--- src/rtl/uart_rx_pkg.sv ---
// uart_rx_pkg: shared UART frame constants and receiver state encoding
package uart_rx_pkg;
    localparam int DEF_DIV_WID = 10;
    localparam logic [DEF_DIV_WID-1:0] DEF_DIV_CNT = 10'd520;
    localparam int DATA_BITS = 8;
    typedef enum logic [2:0] {IDLE, START, DATA, STOP, BREAK} state_t;
endpackage

--- src/rtl/uart_rx_if.sv ---
// uart_rx_if: serial line, read strobe and received-byte status between host logic and receiver
interface uart_rx_if;
    import uart_rx_pkg::*;
    logic                 uart_mosi;
    logic                 rden;
    logic [DATA_BITS-1:0] data;
    logic                 rxvalid;
    logic                 frm_err;
    logic                 overrun;
    logic                 busy;
    modport master (output uart_mosi, rden, input data, rxvalid, frm_err, overrun, busy);
    modport slave (input uart_mosi, rden, output data, rxvalid, frm_err, overrun, busy);
endinterface

--- src/rtl/uart_rx_sync2.sv ---
// uart_rx_sync2: two-flop synchroniser for an asynchronous input with a chosen reset level
module uart_rx_sync2 #(
    parameter logic RST_VAL = 1'b1
) (
    input  logic clk,
    input  logic rst,
    input  logic d,
    output logic q
);
    logic meta;
    // shift the pin through two flops so q is safe to use in the clk domain
    always_ff @(posedge clk or posedge rst)
        if (rst) {q, meta} <= {RST_VAL, RST_VAL};
        else {q, meta} <= {meta, d};
endmodule

--- src/rtl/uart_rx.sv ---
// uart_rx: 8N1 receiver sampling at bit centres, holding each byte with framing-error and overrun flags
module uart_rx
    import uart_rx_pkg::*;
#(
    parameter int DIV_WID = DEF_DIV_WID,
    parameter logic [DIV_WID-1:0] DIV_CNT = DEF_DIV_CNT
) (
    input  logic     clk,
    input  logic     rst,
    uart_rx_if.slave bus
);
    localparam int BW = $clog2(DATA_BITS);
    localparam logic [DIV_WID-1:0] HALF = DIV_CNT >> 1;
    localparam logic [BW-1:0] LAST_BIT = BW'(DATA_BITS - 1);
    logic                 rx_s;
    state_t               state, state_n;
    logic [DIV_WID-1:0]   div, div_n;
    logic [BW-1:0]        bitcnt, bitcnt_n;
    logic [DATA_BITS-1:0] shift, shift_n;
    logic                 tick;
    logic                 dlv, dlv_n;
    logic                 stop;
    logic [DATA_BITS-1:0] data_q;
    logic                 rxvalid_q, frm_err_q, overrun_q;
    uart_rx_sync2 #(.RST_VAL(1'b1)) u_sync (
        .clk(clk),
        .rst(rst),
        .d  (bus.uart_mosi),
        .q  (rx_s)
    );
    assign tick = div == '0;
    // frame sequencing: start-bit qualification, data shifting, stop check, break wait
    always_comb begin
        state_n  = state;
        div_n    = div;
        bitcnt_n = bitcnt;
        shift_n  = shift;
        dlv_n    = 1'b0;
        unique case (state)
            IDLE: if (!rx_s) begin
                state_n = START;
                div_n   = HALF;
            end
            START: if (tick) begin
                state_n  = rx_s ? IDLE : DATA;
                div_n    = rx_s ? '0 : DIV_CNT;
                bitcnt_n = '0;
            end else div_n = div - DIV_WID'(1);
            DATA: if (tick) begin
                shift_n  = {rx_s, shift[DATA_BITS-1:1]};
                bitcnt_n = bitcnt + BW'(1);
                div_n    = DIV_CNT;
                state_n  = bitcnt == LAST_BIT ? STOP : DATA;
            end else div_n = div - DIV_WID'(1);
            STOP: if (tick) begin
                dlv_n   = 1'b1;
                div_n   = '0;
                state_n = rx_s ? IDLE : BREAK;
            end else div_n = div - DIV_WID'(1);
            BREAK: if (rx_s) state_n = IDLE;
            default: state_n = IDLE;
        endcase
    end
    // state register; reset aborts any frame in progress
    always_ff @(posedge clk or posedge rst)
        if (rst) state <= IDLE;
        else state <= state_n;
    // prescaler, bit counter, shift register and one-cycle deliver strobe
    always_ff @(posedge clk or posedge rst)
        if (rst) begin
            div    <= '0;
            bitcnt <= '0;
            shift  <= '0;
            dlv    <= 1'b0;
            stop   <= 1'b1;
        end else begin
            div    <= div_n;
            bitcnt <= bitcnt_n;
            shift  <= shift_n;
            dlv    <= dlv_n;
            if (dlv_n) stop <= rx_s;
        end
    // output holding registers; a delivery takes priority over a read in the same cycle
    always_ff @(posedge clk or posedge rst)
        if (rst) begin
            data_q    <= '0;
            rxvalid_q <= 1'b0;
            frm_err_q <= 1'b0;
            overrun_q <= 1'b0;
        end else if (dlv) begin
            data_q    <= shift;
            frm_err_q <= ~stop;
            rxvalid_q <= 1'b1;
            overrun_q <= overrun_q | (rxvalid_q & ~bus.rden);
        end else if (bus.rden && rxvalid_q) begin
            rxvalid_q <= 1'b0;
            overrun_q <= 1'b0;
        end
    assign bus.data    = data_q;
    assign bus.rxvalid = rxvalid_q;
    assign bus.frm_err = frm_err_q;
    assign bus.overrun = overrun_q;
    assign bus.busy    = state != IDLE;
endmodule
--- src/flat_wrapper.sv ---
// flat-port wrapper written by rule: the top's interface ports become plain ports
module uart_rx_flat import uart_rx_pkg::*;
#(
    parameter int DIV_WID = DEF_DIV_WID,
    parameter logic [DIV_WID-1:0] DIV_CNT = DEF_DIV_CNT
)
  (clk, rst, bus_uart_mosi, bus_rden, bus_data, bus_rxvalid, bus_frm_err, bus_overrun, bus_busy);
  uart_rx_if bus_i ();
  input  logic clk;
  input  logic rst;
  input wire logic [$bits(bus_i.uart_mosi)-1:0] bus_uart_mosi;
  input wire logic [$bits(bus_i.rden)-1:0] bus_rden;
  output wire logic [$bits(bus_i.data)-1:0] bus_data;
  output wire logic [$bits(bus_i.rxvalid)-1:0] bus_rxvalid;
  output wire logic [$bits(bus_i.frm_err)-1:0] bus_frm_err;
  output wire logic [$bits(bus_i.overrun)-1:0] bus_overrun;
  output wire logic [$bits(bus_i.busy)-1:0] bus_busy;
  assign bus_i.uart_mosi = bus_uart_mosi;
  assign bus_i.rden = bus_rden;
  assign bus_data = bus_i.data;
  assign bus_rxvalid = bus_i.rxvalid;
  assign bus_frm_err = bus_i.frm_err;
  assign bus_overrun = bus_i.overrun;
  assign bus_busy = bus_i.busy;
  uart_rx #(.DIV_WID(DIV_WID), .DIV_CNT(DIV_CNT)) u_core (.clk(clk), .rst(rst), .bus(bus_i));
endmodule
--- config.mk ---
export PLATFORM = sky130hd
export DESIGN_NAME = uart_rx_flat
export DESIGN_NICKNAME = d
export VERILOG_FILES = /design/src/rtl/uart_rx_pkg.sv /design/src/rtl/uart_rx_if.sv /design/src/rtl/uart_rx_sync2.sv /design/src/rtl/uart_rx.sv /design/src/flat_wrapper.sv
export SDC_FILE = /design/constraint.sdc
export NUM_CORES = 1
export LEC_CHECK = 0
export ABC_CLOCK_PERIOD_IN_PS = 2100
export BUFFER_PORTS_ARGS = -buffer_cell sky130_fd_sc_hd__buf_2
export CAP_MARGIN = 5
export CORE_UTILIZATION = 45
export CTS_BUF_LIST = sky130_fd_sc_hd__clkbuf_2 sky130_fd_sc_hd__clkbuf_4 sky130_fd_sc_hd__clkbuf_8
export DETAILED_ROUTE_END_ITERATION = 10
export PLACE_DENSITY_LB_ADDON = 0.2
export SYNTH_ARGS = -nofsm -noshare
export SYNTH_HDL_FRONTEND = slang
export SYNTH_SLANG_ARGS = --single-unit
--- constraint.sdc ---
create_clock -name clk -period 2.1 [get_ports clk]
set_clock_uncertainty 0.1 [all_clocks]
set_input_delay 0.315 -clock clk [delete_from_list [all_inputs] [get_ports clk]]
set_output_delay 0.315 -clock clk [all_outputs]
set_load 0.05 [all_outputs]
# Yosys cells after proc, flatten, opt, wreduce, memory -nomap -nowiden

Cells that the tools add are included.

Output and inout bits: 12
Input port bits: 4
Register bits after elaboration: 39
Logic and storage cells: 62

Bitwise logic cells: 4
Mux-type cells: 23
Reduce and logical (&&, ||, !) cells: 11
Eq/ne operators: 10
Add/sub/neg operators: 2

Operators with widths:

| kind                    | number |
|---|---|
| $mux W10                | 5 |
| $pmux W10 S4            | 1 |
| $mux W3                 | 8 |
| $pmux W3 S5             | 1 |
| $logic_not A10 Y1       | 1 |
| $sub A10 B1 Y10 const B | 1 |
| $eq A3 B2 Y1 const B    | 2 |
| $eq A3 B3 Y1 const B    | 2 |
| $mux W1                 | 6 |
| $ne A2 B1 Y1 const B    | 3 |
| $pmux W3 S2             | 1 |
| $reduce_and A5 Y1       | 1 |
| $ne A2 B2 Y1 const B    | 2 |
| $reduce_and A2 Y1       | 2 |
| $reduce_bool A2 Y1      | 2 |
| $reduce_bool A4 Y1      | 1 |
| $add A3 B1 Y3 const B   | 1 |
| $eq A3 B1 Y1 const B    | 1 |
| $logic_not A3 Y1        | 1 |
| $reduce_and A3 Y1       | 1 |
| $reduce_bool A3 Y1      | 1 |
| $mux W2                 | 1 |
| $not A1 Y1              | 2 |
| $and A1 B1 Y1           | 1 |
| 2 further kinds         | 2 |

# Depth between registers and ports, before layout

Word-level depth: 4
Depth in mapped cells: 9
Gate-level depth less buffers: 7

# Hierarchy

Synthesis repeated with hierarchy kept, for this count alone.

Cell total of the unflattened synthesis: 156
Area, all modules: 1876.8 sq um

Modules (own cells, without submodules):

| module        | cells each | instances | seq. area each (sq um) | area an instance (sq um) |
|---|---|---|---|---|
| uart_rx       | 153        | 1         | 927.1                  | 1820.5 |
| uart_rx_sync2 | 3          | 1         | 52.6                   | 56.3 |

# Least setup slack after synthesis

Ideal clock, no wire load.

Path type: register to register
From: register u_core.div[0]
To: register u_core.shift[0]
Required time: 1.875 ns
Arrival: 2.090 ns
Buffers on the path: 2
Slack: -0.215 ns
Setup time: 0.125 ns
Cell stages (with the launch flop): 9
Clock period less this slack: 2.315 ns
Cell sequence: dfrtp_1 inv_1 ha_1 or3b_2 clkbuf_1 nor4_4 and4bb_4 buf_8 mux2_4

Word-level cells in the longest chain between the ends: 2

Ends and longest elaborated chain:

| what                        | RTL line      | RTL |
|---|---|---|
| start: declaration          | uart_rx.sv:17 | `logic [DIV_WID-1:0] div, div_n;` |
| start signal: assignment    | uart_rx.sv:77 | `div <= div_n;` |
| $logic_not A10 Y1           | uart_rx.sv:31 | `assign tick = div == '0;` |
| $reduce_and A2 Y1 (no line) | -             |  |
| end signal: assignment      | uart_rx.sv:79 | `shift <= shift_n;` |
| end: declaration            | uart_rx.sv:19 | `logic [DATA_BITS-1:0] shift, shift_n;` |

No other way between the ends.
A chain may end at the register's enable or synchronous reset.

# Worst setup path in the final report

From: register u_core.div[0]
To: register u_core.stop

Word-level cells in the longest chain between the ends: 3

Ends and longest elaborated chain:

| what                   | RTL line      | RTL |
|---|---|---|
| $logic_not A10 Y1      | uart_rx.sv:31 |  |
| $mux W1                | uart_rx.sv:55 | `STOP: if (tick) begin` |
| $mux W1                | uart_rx.sv:39 | `unique case (state)` |
| named net u_core.dlv_n | uart_rx.sv:21 | `logic dlv, dlv_n;` |
| end signal: assignment | uart_rx.sv:81 | `if (dlv_n) stop <= rx_s;` |
| end: declaration       | uart_rx.sv:22 | `logic stop;` |

The timed path passes the listed nets, and every way through them passes these cells.

==> reports/results.tsv <==
stage	metric	value	unit
run_status	status	finished with violations	
run_status	failing checks	setup timing	
routing	routed via count	1205	
hold_path	worst hold path class	in -> reg	
critical_path	startpoint types	flip-flop	
sta	TNS Setup	-823.8	ps
critical_path	critical path peak fanout	4	
sta	fmax	456.7	MHz
pwr	P per Cell Area	584.2	nW/um2
layout	Nets	186	
global_route	first-pass GRT wire length	5464	um
critical_path	delay-heaviest family, CP	simple AND/OR/NAND/NOR gates	
die	Cell Rows	22	
sta	slew margin rel.	0.6841	
global_route	total gr overflow	0	
routing	Post-route DRC	0	
cts	H-tree levels	2	
synth	#FFs+latches synth	39	
critical_path	critical path cell sequence	inv_2 -> ha_4 -> or3b_4 -> nor4_4 -> buf_6 -> and4b_2 -> mux2_4	
layout	Layout area overhead	24.02	%
critical_path	Reg2Reg Depth	7	
pwr	peak supply drop	0.0003911	V
routing	met2 routed WL	1505	um
sta	minimum clock period	2190	ps
placed_design	pre-CTS WS	-157.7	ps
placed_design	IO buf count	15	
hold_path	hold path cells	1	
sta	RSZ-0062 raised after global routing	yes	
die	core footprint	3689	um2
synth	register area share after synthesis	0.5581	
routing	Pre-antenna DRT Iters	4	
critical_path	WS Path Type	reg -> reg	
sta	Fin. Hold Viols	0	
sta	actual transition at the worst max-transition pin	473.8	ps
layout	most frequent cells in the layout	dfrtp_1 (36), buf_4 (19), buf_2 (15)	
critical_path	Buffers & Inverters on Critical Path	2	
synth	Yosys warnings	0	
critical_path	crit end category	flip-flop	
sta	Final WS setup	-89.64	ps
cts	Root Driver	clkbuf_8	
critical_path	capturing point of the worst reg2reg path	u_core.stop$_DFFE_PP1P_	
hold_path	hold endpoint	u_core.u_sync.meta$_DFF_PP1_	
cts	Clock Latency Late Sink	280	ps
sta	worst hold slack	23.22	ps
global_route	pin count of the biggest net entering global routing	40	
hold_path	hold_sp	bus_uart_mosi	
synth	Syn Nets	152	
cts	CTS tree	built	
global_route	GRT Total Usage	0.1743	
placed_design	post-detail-place hpwl	2115	um
critical_path	flop2flop setup slack	-90	ps
die	Chip Height	64.46	um
critical_path	slowest stage delay, CP	390	ps
pwr	leakage power	1.037	nW
critical_path	worst r2r src	u_core.div[0]$_DFFE_PP0P_	
sta	period utilization	1.043	
critical_path	Worst EP required	2210	ps
cts	hold buffers post-CTS	0	
critical_path	Worst EP arrival	2300	ps
sta	Slew Limit Fails	0	
layout	Final Instance Area	2177	um2
placed_design	cell area after placement	1947	um2
layout	ratio of cells with drive above 1 in the final layout	0.4611	
cts	clk buf depth	2	
routing	Vias/cell	5.285	
die	die area	4154	um2
global_route	antenna violations before repair	0	
routing	final wirelength	3203	um
synth	Post-Syn Area per Cell	12.11	um2
synth	Post-Syn Area	1755	um2
sta	Setup-failing EPs final	14	
synth	Post-Syn Instances	145	
layout	antenna cells	0	
synth	Cell variety after synth	36	
routing	met3 WL post-DR	104	um
routing	Avg WL per Cell	14.05	um
routing	DRT iter0 DRCs	55	
cts	sinks on the clock net	39	
die	Top-Level Pins	16	
routing	top routing layer used	met4	
cts	cts bufs inserted	5	
critical_path	crit path max-delay cell type	dfrtp_1	
layout	commonest non-fill, non-tap cell in the layout	dfrtp_1	
die	Initial Utilization	0.4759	
die	Die W	64.46	um
global_route	vias in the first global route	1173	
cts	Worst-path clk slew	70	ps
routing	post-route ant nets	0	
run	max-cap viol count	0	
placed_design	routability cong.	0.7852	
routing	Post-Route M1 WL	1546	um
worst max path at each step:
stage | start | end | slack [ps] | cells past startpoint
CTS | u_core.div[6]$_DFFE_PP0P_ | u_core.stop$_DFFE_PP1P_ | -50 | 5
floorplan | u_core.div[0]$_DFFE_PP0P_ | u_core.shift[0]$_DFFE_PP0P_ | -190 | 8
detailed placement | u_core.div[1]$_DFFE_PP0P_ | u_core.stop$_DFFE_PP1P_ | -160 | 7
finish | u_core.div[0]$_DFFE_PP0P_ | u_core.stop$_DFFE_PP1P_ | -90 | 7
global placement | u_core.div[1]$_DFFE_PP0P_ | u_core.shift[6]$_DFFE_PP0P_ | -80 | 6
global route | u_core.div[0]$_DFFE_PP0P_ | u_core.div[9]$_DFFE_PP0P_ | -180 | 9
worst reg2reg max path, delay by kind of cell, from the launching register on:
kind	cells	cell delay, ps
AND/OR/NAND/NOR	3	950
flip-flops	1	390
multiplexers	1	310
buffers and inverters	2	240
adder cells (fa/ha/maj)	1	130
layer usage:
metal,GRT usage,vias up
met3,0.05282,6
met2,0.2855,23
met1,0.2258,594
li1,-,582
met4,0.04167,0
met5,0,-
power by group:
group	total, mW	switching [mW]	internal (mW)
Clock	0.495	0.250	0.245
Combinational	0.0206	0.0167	0.00387
Sequential	0.756	0.00220	0.754
Yosys cell counts:
cell | n | area, um2
nor2_1 | 14 | 52.55
o22a_1 | 1 | 8.760
a31oi_1 | 1 | 6.260
dfstp_2 | 3 | 78.83
a211oi_1 | 1 | 7.510
nor4_4 | 1 | 21.27
mux2i_1 | 1 | 10.01
o21ai_0 | 5 | 25.02
nor3_1 | 2 | 10.01
inv_1 | 6 | 22.52
buf_8 | 1 | 15.01
a22o_1 | 2 | 17.52
xnor2_1 | 4 | 35.03
nand2_1 | 8 | 30.03
nor4_1 | 2 | 12.51
o31ai_1 | 1 | 7.510
or3b_2 | 1 | 8.760
a21o_1 | 2 | 15.01
or4_1 | 1 | 7.510
mux2_4 | 7 | 105.1
a311oi_1 | 2 | 17.52
or2_2 | 2 | 12.51
a21oi_1 | 7 | 35.03
o311ai_0 | 1 | 8.760
mux2_2 | 11 | 123.9
nor4b_1 | 1 | 8.760
clkbuf_1 | 7 | 26.28
and4bb_4 | 1 | 16.27
nand3_1 | 3 | 15.01
and4b_1 | 1 | 10.01
buf_4 | 1 | 7.510
or4_4 | 1 | 11.26
or3_1 | 3 | 18.77
a21oi_2 | 1 | 8.760
dfrtp_1 | 36 | 900.9
ha_1 | 3 | 37.54
cells by family after synthesis:
family / count (synthesis) / synth area share
flip-flops: 39 / 0.5581
XOR/XNOR: 4 / 0.01996
buffers and inverters: 15 / 0.04063
adder cells (fa/ha/maj): 3 / 0.02139
AO/OA/AOI/OAI: 24 / 0.08981
AND/OR/NAND/NOR: 41 / 0.1340
multiplexers: 19 / 0.1361
final cells by class:
cell class | count | area (um2)
multi-input cells | 92 | 797.0
repair buffers | 35 | 229.0
fillers | 307 | 1511
clock buffers | 6 | 76.32
inverters | 6 | 22.52
clock inverters | 2 | 12.51
flip-flops and latches | 39 | 979.7
well taps | 48 | 60.06
through the flow:
step / utilization / power, mW / cells
after floorplan: - / 0.7828 / 145
after global placement: 0.5278 / 0.7914 / 211
after detailed placement: 0.5278 / 0.7925 / 211
after CTS: 0.5665 / 1.291 / 224
after global routing: 0.5902 / 1.326 / 228
final: 0.5902 / 1.272 / 228
repair_timing:
item,CTS,global route
pin swaps,3,9
gates resized for setup,6,12
setup endpoints to repair,19,21
cloned,1,0
buffers inserted,4,4
state kept, by name, summed over array words and instances, names as in the netlist:
name,count
u_core.state,3
u_core.u_sync.q,1
u_core.bus.frm_err,1
u_core.bitcnt,3
u_core.stop,1
u_core.bus.overrun,1
u_core.dlv,1
u_core.div,10
u_core.u_sync.meta,1
u_core.bus.rxvalid,1
u_core.bus.data,8
u_core.shift,8
No activity file was read; power rests on OpenSTA's default activity.
